===== config.mk =====
export PLATFORM = sky130hd
export DESIGN_NAME = spi_nor_flash_responder
export DESIGN_NICKNAME = d
export VERILOG_FILES = /design/src/rtl/spi_nor_flash_responder.sv
export SDC_FILE = /design/constraint.sdc
export NUM_CORES = 1
export LEC_CHECK = 0
export CORE_ASPECT_RATIO = 0.5
export CORE_MARGIN = 2
export CORE_UTILIZATION = 45
export CTS_CLUSTER_DIAMETER = 100
export DETAILED_ROUTE_END_ITERATION = 10
export PLACE_DENSITY = 0.66
export SYNTH_ARGS = -nofsm -noshare
export SYNTH_HDL_FRONTEND = slang
export SYNTH_SLANG_ARGS = --single-unit

===== constraint.sdc =====
create_clock -name clk -period 5.3 [get_ports clk]
set_input_delay 1.06 -clock clk [delete_from_list [all_inputs] [get_ports clk]]
set_output_delay 1.06 -clock clk [all_outputs]
set_load 0.05 [all_outputs]

===== src/rtl/spi_nor_flash_responder.sv =====
// SPI mode-0 NOR flash read responder (READ 0x03) backed by a byte-wide memory port.
// Define SPI_FLASH_RESPONDER_FAST_READ_EN to also accept FAST_READ 0x0B with DUMMY_CYCLES dummy clocks.
module spi_nor_flash_responder #(
  parameter int ADDR_W       = 24,
  parameter int DUMMY_CYCLES = 8
) (
  input  logic              clk,
  input  logic              resetn,
  input  logic              spi_cs,
  input  logic              spi_sclk,
  input  logic              spi_mosi,
  output logic              spi_miso,
  output logic              spi_miso_oe,
  output logic [ADDR_W-1:0] mem_addr,
  output logic              mem_valid,
  input  logic              mem_ready,
  input  logic [7:0]        mem_rdata,
  output logic              busy,
  output logic              underrun
);

`ifdef SPI_FLASH_RESPONDER_FAST_READ_EN
  typedef enum logic [2:0] {IDLE, CMD, ADDR, DUMMY, DATA, IGNORE} state_t;
`else
  typedef enum logic [2:0] {IDLE, CMD, ADDR, DATA, IGNORE} state_t;
`endif

  state_t      state;
  logic        cs_s1, cs_s2;
  logic        sclk_s1, sclk_s2, sclk_d;
  logic        mosi_s1, mosi_s2;
  logic [4:0]  bit_cnt;
  logic [22:0] shift_in;
  logic [23:0] addr_cnt;
  logic [7:0]  pf_data;
  logic        pf_valid;
  logic [6:0]  out_shift;
  logic [2:0]  out_cnt;
  logic        issue_pending;
  logic        stale;
`ifdef SPI_FLASH_RESPONDER_FAST_READ_EN
  logic        fast;
  logic [15:0] dummy_cnt;
`endif

  logic        sclk_rise;
  logic        sclk_fall;
  logic [7:0]  cmd_byte;
  logic [23:0] addr_word;
  logic [23:0] addr_next;

  assign sclk_rise = sclk_s2 & ~sclk_d;
  assign sclk_fall = ~sclk_s2 & sclk_d;
  assign cmd_byte  = {shift_in[6:0], mosi_s2};
  assign addr_word = {shift_in[22:0], mosi_s2};
  assign addr_next = addr_cnt + 24'd1;
  assign busy      = ~cs_s2;

  // A request still in flight when CS rises is marked stale so its data is dropped,
  // and a new frame waits for it (issue_pending) to keep one request outstanding.
  always_ff @(posedge clk) begin
    if (!resetn) begin
      state         <= IDLE;
      cs_s1         <= 1'b1;
      cs_s2         <= 1'b1;
      sclk_s1       <= 1'b0;
      sclk_s2       <= 1'b0;
      sclk_d        <= 1'b0;
      mosi_s1       <= 1'b0;
      mosi_s2       <= 1'b0;
      bit_cnt       <= '0;
      shift_in      <= '0;
      addr_cnt      <= '0;
      pf_data       <= '0;
      pf_valid      <= 1'b0;
      out_shift     <= '0;
      out_cnt       <= '0;
      issue_pending <= 1'b0;
      stale         <= 1'b0;
      spi_miso      <= 1'b0;
      spi_miso_oe   <= 1'b0;
      mem_addr      <= '0;
      mem_valid     <= 1'b0;
      underrun      <= 1'b0;
`ifdef SPI_FLASH_RESPONDER_FAST_READ_EN
      fast          <= 1'b0;
      dummy_cnt     <= '0;
`endif
    end else begin
      cs_s1   <= spi_cs;
      cs_s2   <= cs_s1;
      sclk_s1 <= spi_sclk;
      sclk_s2 <= sclk_s1;
      sclk_d  <= sclk_s2;
      mosi_s1 <= spi_mosi;
      mosi_s2 <= mosi_s1;

      if (mem_valid && mem_ready) begin
        mem_valid <= 1'b0;
        if (stale) begin
          stale <= 1'b0;
        end else begin
          pf_data  <= mem_rdata;
          pf_valid <= 1'b1;
        end
      end

      if (cs_s2) begin
        state         <= IDLE;
        spi_miso      <= 1'b0;
        spi_miso_oe   <= 1'b0;
        bit_cnt       <= '0;
        out_cnt       <= '0;
        pf_valid      <= 1'b0;
        issue_pending <= 1'b0;
`ifdef SPI_FLASH_RESPONDER_FAST_READ_EN
        dummy_cnt     <= '0;
`endif
        if (mem_valid && !mem_ready)
          stale <= 1'b1;
      end else begin
        if (issue_pending && !mem_valid) begin
          mem_valid     <= 1'b1;
          mem_addr      <= addr_cnt[ADDR_W-1:0];
          issue_pending <= 1'b0;
        end

        case (state)
          IDLE: begin
            state    <= CMD;
            bit_cnt  <= '0;
            underrun <= 1'b0;
          end

          CMD: if (sclk_rise) begin
            shift_in <= {shift_in[21:0], mosi_s2};
            bit_cnt  <= bit_cnt + 5'd1;
            if (bit_cnt == 5'd7) begin
              bit_cnt <= '0;
`ifdef SPI_FLASH_RESPONDER_FAST_READ_EN
              fast    <= (cmd_byte == 8'h0B);
              if (cmd_byte == 8'h03 || cmd_byte == 8'h0B)
`else
              if (cmd_byte == 8'h03)
`endif
                state <= ADDR;
              else
                state <= IGNORE;
            end
          end

          ADDR: if (sclk_rise) begin
            shift_in <= {shift_in[21:0], mosi_s2};
            bit_cnt  <= bit_cnt + 5'd1;
            if (bit_cnt == 5'd23) begin
              bit_cnt  <= '0;
              addr_cnt <= addr_word;
              out_cnt  <= '0;
              if (!mem_valid) begin
                mem_valid <= 1'b1;
                mem_addr  <= addr_word[ADDR_W-1:0];
              end else begin
                issue_pending <= 1'b1;
              end
`ifdef SPI_FLASH_RESPONDER_FAST_READ_EN
              state <= (fast && DUMMY_CYCLES > 0) ? DUMMY : DATA;
`else
              state <= DATA;
`endif
            end
          end

`ifdef SPI_FLASH_RESPONDER_FAST_READ_EN
          DUMMY: if (sclk_rise) begin
            dummy_cnt <= dummy_cnt + 16'd1;
            if (dummy_cnt == 16'(DUMMY_CYCLES - 1)) begin
              dummy_cnt <= '0;
              state     <= DATA;
            end
          end
`endif

          // First falling edge of each byte consumes the prefetch (or 0xFF on underrun).
          DATA: if (sclk_fall) begin
            out_cnt <= out_cnt + 3'd1;
            if (out_cnt == 3'd0) begin
              spi_miso_oe <= 1'b1;
              if (pf_valid) begin
                out_shift <= pf_data[6:0];
                spi_miso  <= pf_data[7];
                pf_valid  <= 1'b0;
                addr_cnt  <= addr_next;
                mem_valid <= 1'b1;
                mem_addr  <= addr_next[ADDR_W-1:0];
              end else begin
                out_shift <= 7'h7F;
                spi_miso  <= 1'b1;
                underrun  <= 1'b1;
              end
            end else begin
              spi_miso  <= out_shift[6];
              out_shift <= {out_shift[5:0], 1'b0};
            end
          end

          IGNORE: begin
            spi_miso    <= 1'b0;
            spi_miso_oe <= 1'b0;
          end

          default: state <= IDLE;
        endcase
      end
    end
  end

endmodule

==> reports/results.ini, run 1 <==
[setup_path]
cp_top_family = buffers and inverters
cp.required_ns = 4.24
startpoint = mem_valid
critPathMaxStageDelay_ns = 0.88
timing.rr.start = state[0]
cp_max_fo = 9
critPathBufInv = 1
critPathCaptureType = output port
critical_path_class = reg2out
slowest_stage = clkdlybuf4s50_1
cp-start-kind = register
crit_chain = clkdlybuf4s50_1
arrival_ns = 1.77

[pwr]
p_leak_nw = 2.202
peakVddDrop_v = 0.0001350
pwr-share-seq_pct = 52.1
swShare_pct = 25.55
p_comb_share_pct = 6.0
p_int_w = 0.001217
finalPower_w = 0.001634
p_switching_w = 0.0004175
powerDensity_nw_per_um2 = 245.2
power.share.clock_pct = 41.9

[synth]
synthDistinctLibCells = 66
ys_ff_latch = 111
seq_area_frac_synth_pct = 37.61
syn_area_um2 = 5908
syn_nets = 760
synthMostInstantiatedCell = nand2_1
yosys.area.top_type_share_pct = 37.61
avgSynthCellArea_um2 = 7.962
synthTopCellsByCount = 121 x nand2_1, 111 x dfxtp_1, 48 x o21ai_0, 43 x a21oi_1, 43 x nor2_1
yosys-top-cells-area = dfxtp_1 38%, nand2_1 7.7%, mux2i_1 4.6%, o21ai_0 4.1%, a21oi_1 3.6%
synthArstFlopShare_pct = 0
synthCells = 742
synth_warnings = 0
yosysTopAreaCell = dfxtp_1
yosys_most_used_dff = dfxtp_1
synth_edf_count = 0

[flow_run]
cap_violations = 0

[finish]
drive_gt1_share_pct = 5.459
area_growth_pct = 12.81
stdcell_count = 921
final_area_um2 = 6665
n_antenna_cell = 0
fin_util_pct = 52.33
nets = 764
fillers = 1212

[sta]
setup_viol = 0
fin_tns_setup_ns = 0
fmax_mhz = 352.8
grt_setup_unrepaired = false
hold_viol = 0
slew_viol_final = 0
tightest_slew_ns = 1.228
period_needed_ns = 2.834
relSlewSlack_pct = 17.81
min_period_over_period_pct = 53.48
fin_worst_skew_ns = 0.01145

[hold_path]
worstHoldPathType = reg2reg
min_from = sclk_s1

[floorplan]
core_area_um2 = 12740
initial_utilization_pct = 46.39
fp-row-count = 29
top_level_ports = 43
fp.dieW_um = 166.0
design.die.area_um2 = 14120
dieHeight_um = 85.02

[place]
gp_congestion = 0.7979
port_buffers = 42
hpwl_um = 9802
place_area_um2 = 6369
dp_cells = 905

[clock_tree]
cts_setup_buffers = 0
cts_sinks = 111
postCtsHoldBufs = 0
cts_tree = built
clockBufferDepth = 2
cts_made_buffers = 9
ctsResizeCount = 0
clk_pin_slew_ns = 0.08
root_buffer = clkbuf_16
clock_latency_ns = 0.36
cts.htree.levels = 3

[routing]
via_per_inst = 5.861
wl_um = 15280
antenna_left = 0
wl_per_cell_um = 16.60
dr.pass1.iters = 5
via_count = 5398
drc = 0
drt-initial-drc-count = 438

[global_routing]
grt_usage_pct = 22.14
gr-total-overflow = 0
first_global_vias = 4952
grt_max_degree = 54
grt_pass1_wl_um = 25630
antenna_found_initial = 0

[status]
status = complete, no violations

==> flip-flops by register name, indices dropped and copies added, names as in the netlist, 3 cells and up, named ones only <==
name	count
mem_addr	24
bit_cnt	5
addr_cnt	24
out_shift	7
state	3
pf_data	8
out_cnt	3
shift_in	23
==> layout make-up <==
| class | instances | area, um^2 | share of cell area (%) |
|---|---|---|---|
| clock inverters | 7 | 71.32 | 1.070 |
| well taps | 170 | 212.7 | 3.191 |
| multi-input cells | 561 | 3402 | 51.04 |
| clock buffers | 9 | 225.2 | 3.379 |
| repair buffers | 52 | 490.5 | 7.359 |
| inverters | 11 | 41.29 | 0.6195 |
| flip-flops and latches | 111 | 2222 | 33.34 |
==> logic make-up (layout without fill, tap and decap cells) <==
| logic type | Yosys count | in the layout | share of synthesized area (%) |
|---|---|---|---|
| adder cells (fa/ha/maj) | 4 | 4 | 0.8471 |
| buffers and inverters | 70 | 79 | 5.061 |
| AND/OR/NAND/NOR | 311 | 311 | 26.49 |
| XOR/XNOR | 11 | 11 | 1.631 |
| AO/OA/AOI/OAI | 207 | 207 | 23.59 |
| flip-flops | 111 | 111 | 37.61 |
| multiplexers | 28 | 28 | 4.765 |
==> metal layers <==
metal | track usage, % | wire, um
met4 | 5.613 | 215
met2 | 34.48 | 6575
met1 | 31.86 | 7613
met5 | 0 | 0
met3 | 4.011 | 880
==> power groups by stage <==
stage          Combinational [W]  Sequential [W]  Clock (W)
2_1_floorplan          0.0000402        0.000893          0
3_3_place_gp           0.0000982        0.000870          0
3_5_place_dp           0.0000991        0.000870          0
4_1_cts                0.0000994        0.000851   0.000702
5_1_grt                 0.000107        0.000852   0.000738
6_report               0.0000987        0.000851   0.000685
==> worst paths after layout <==
kind | end | slack, ns | depth (start not counted)
max | mem_valid | 2.47 | 1
min | sclk_s2 | 0.44 | 1
max reg2reg | mem_addr[16] | 2.55 | 6
min reg2reg | sclk_s2 | 0.44 | 1
==> through the flow <==
stage,hold slack [ns],worst slack [ns]
floorplan,0.3863,3.009
global placement,0.4166,2.515
detailed placement,0.4223,2.476
CTS,0.4407,2.440
global route,0.4668,2.372
finish,0.4388,2.466
==> layout by cell type, fill, tap and decap left out, drive strengths merged, types with 4 or more instances in the layout <==
master | netlist | routed
a31oi | 5 | 5
buf | 17 | 11
or3 | 5 | 5
nand2 | 121 | 121
dfxtp | 111 | 111
o31a | 4 | 4
o211ai | 9 | 9
nand3 | 18 | 18
nand4 | 5 | 5
clkdlybuf4s50 | 0 | 41
and2 | 15 | 15
o31ai | 7 | 7
or4 | 6 | 6
nor4 | 10 | 10
o22ai | 8 | 8
nor2 | 43 | 43
nor2b | 30 | 30
a221oi | 16 | 16
a21boi | 22 | 22
xnor2 | 5 | 5
clkbuf | 42 | 9
a22o | 4 | 4
a32o | 4 | 4
mux2i | 27 | 27
nand3b | 9 | 9
and3 | 4 | 4
nor3 | 21 | 21
o21a | 9 | 9
a21oi | 43 | 43
o2bb2ai | 8 | 8
xor2 | 6 | 6
o21ai | 48 | 48
nand2b | 10 | 10
inv | 11 | 16
ha | 4 | 4
(Power assumes the default switching activity.)
==> inputs of run 2 (changes only) <==
--- a/config.mk
+++ b/config.mk
@@ -10,7 +10,7 @@
 export CORE_UTILIZATION = 45
 export CTS_CLUSTER_DIAMETER = 100
 export DETAILED_ROUTE_END_ITERATION = 10
-export PLACE_DENSITY = 0.66
+export PLACE_DENSITY = 0.68
 export SYNTH_ARGS = -nofsm -noshare
 export SYNTH_HDL_FRONTEND = slang
 export SYNTH_SLANG_ARGS = --single-unit
==> constraint.sdc (replaced) <==
create_clock -name clk -period 2.3 [get_ports clk]
set_input_delay 0.46 -clock clk [delete_from_list [all_inputs] [get_ports clk]]
set_output_delay 0.46 -clock clk [all_outputs]
set_load 0.05 [all_outputs]
==> run 2 against run 1 <==
  * Power increased by 130%
  * Register-to-register slack got worse by 2.4 ns
  * Sequential share of layout area fell by 1.4 points
  * Die area unchanged
  * Critical path type is now reg2reg
  * Highest routed layer unchanged
==> reports/results.ini, run 2 (synthesis results as in run 1) <==
[floorplan]
dieHeight_um = 85.02
top_level_ports = 43
fp-row-count = 29
core_area_um2 = 12740
design.die.area_um2 = 14120
initial_utilization_pct = 46.39
fp.dieW_um = 166.0

[setup_path]
critical_path_class = reg2reg
r2r_setup_slack_ns = 0.11
critPathCaptureType = register
arrival_ns = 2.43
endpoint = mem_addr[22]
cp.required_ns = 2.54
startpoint = addr_cnt[0]
cp_max_fo = 8
r2r_cells = 6
r2r-end = mem_addr[22]
timing.rr.start = addr_cnt[0]
cp-start-kind = register

[routing]
drt-initial-drc-count = 469
drc = 0
dr.pass1.iters = 7
via_per_inst = 5.895
wl_um = 16110
via_count = 5612
wl_per_cell_um = 16.92
antenna_left = 0

[global_routing]
grt_pass1_wl_um = 26290
gr-total-overflow = 0
grt_usage_pct = 22.67
antenna_found_initial = 0
grt_max_degree = 54
first_global_vias = 5183

[clock_tree]
cts_sinks = 111
clockBufferDepth = 2
cts_tree = built
cts.htree.levels = 3
postCtsHoldBufs = 0
cts_made_buffers = 9
root_buffer = clkbuf_16
clk_pin_slew_ns = 0.08
clock_latency_ns = 0.36

[finish]
nets = 795
fillers = 1200
stdcell_count = 952
area_growth_pct = 17.83
drive_gt1_share_pct = 9.463
layout_commonest_cell = nand2_1
n_antenna_cell = 0
largestRegisters = addr_cnt: 24 flops, mem_addr: 24 flops, shift_in: 23 flops
final_cell_mix = 121 x nand2_1, 111 x dfxtp_1, 47 x o21ai_0

[sta]
setup_viol = 0
period_needed_ns = 2.194
tightest_slew_ns = 0.6877
slew_viol_final = 0
relSlewSlack_pct = 54.05
hold_ws_ns = 0.4150
min_period_over_period_pct = 95.39
grt_setup_unrepaired = false
hold_viol = 0
fin_tns_setup_ns = 0
fmax_mhz = 455.8
fin_worst_skew_ns = 0.01229

[place]
gp_congestion = 0.8288
dp_cells = 936
hpwl_um = 10720
port_buffers = 42

[pwr]
p_switching_w = 0.0009801
p_leak_nw = 2.387
p_comb_share_pct = 6.3
pwr-share-seq_pct = 51.5
power.share.clock_pct = 42.2
peakVddDrop_v = 0.0003263
powerDensity_nw_per_um2 = 546.1
swShare_pct = 25.78
p_int_w = 0.002822

[hold_path]
worstHoldPathType = reg2reg

[status]
status = complete, no violations

[flow_run]
cap_violations = 0

-- run 2: through the flow --
stage	setup WS [ns]	power (W)	instance area [um^2]	utilization (%)
after detailed placement	-0.02132	0.002244	6646	52.19
after floorplan	0.1462	0.002151	5908	-
after global placement	0.08849	0.002241	6646	52.19
after CTS	0.09347	0.003833	6959	54.64
after global routing	0.003737	0.003922	6962	54.66
final	0.1061	0.003802	6962	54.66
-- run 2: worst min-delay path by stage --
stage           from     to  slack [ns]  cells past startpoint
2_1_floorplan  cs_s1  cs_s2        0.39                      1
3_3_place_gp   cs_s1  cs_s2        0.40                      1
3_5_place_dp   cs_s1  cs_s2        0.40                      1
4_1_cts        cs_s1  cs_s2        0.42                      1
5_1_grt        cs_s1  cs_s2        0.44                      1
6_report       cs_s1  cs_s2        0.41                      1
-- run 2: area by class of cell --
class	count	area, um^2	area share (%)
clock inverters	7	86.33	1.240
inverters	11	41.29	0.5931
flip-flops and latches	111	2222	31.92
clock buffers	9	225.2	3.235
well taps	170	212.7	3.055
repair buffers	83	770.7	11.07
multi-input cells	561	3403	48.89
-- run 2: per-layer routing --
| metal | GRT usage [%] | share of wire [%] | wire [um] | vias up |
|---|---|---|---|---|
| li1 | - | - | - | 2736 |
| met1 | 31.53 | 47 | 7648 | 2667 |
| met2 | 36.40 | 45 | 7184 | 183 |
| met3 | 3.965 | 6.3 | 1010 | 26 |
| met4 | 6.640 | 1.6 | 263 | 0 |
| met5 | 0 | 0 | 0 | - |
-- run 2: critical path: stages, from the launching register on --
cell and delay [ns]:
dfxtp_1 0.47, ha_1 0.30, nand3_1 0.18, or3_1 0.48
o311a_1 0.37, nor3_1 0.18, a21oi_1 0.08
-- run 2: power by group through the flow --
| stage | clock, W | sequential [W] | combinational [W] |
|---|---|---|---|
| after floorplan | 0 | 0.00206 | 0.0000926 |
| after global placement | 0 | 0.00200 | 0.000237 |
| after detailed placement | 0 | 0.00200 | 0.000239 |
| after CTS | 0.00163 | 0.00196 | 0.000240 |
| after global routing | 0.00170 | 0.00196 | 0.000257 |
| final | 0.00160 | 0.00196 | 0.000239 |
-- run 2: what timing repair did --
| action | 4_1_cts | 5_1_grt |
|---|---|---|
| gates resized for setup | 1 | 2 |
| gates cloned | 0 | 0 |
| setup buffers | 0 | 0 |
| setup endpoints to repair | 1 | 5 |
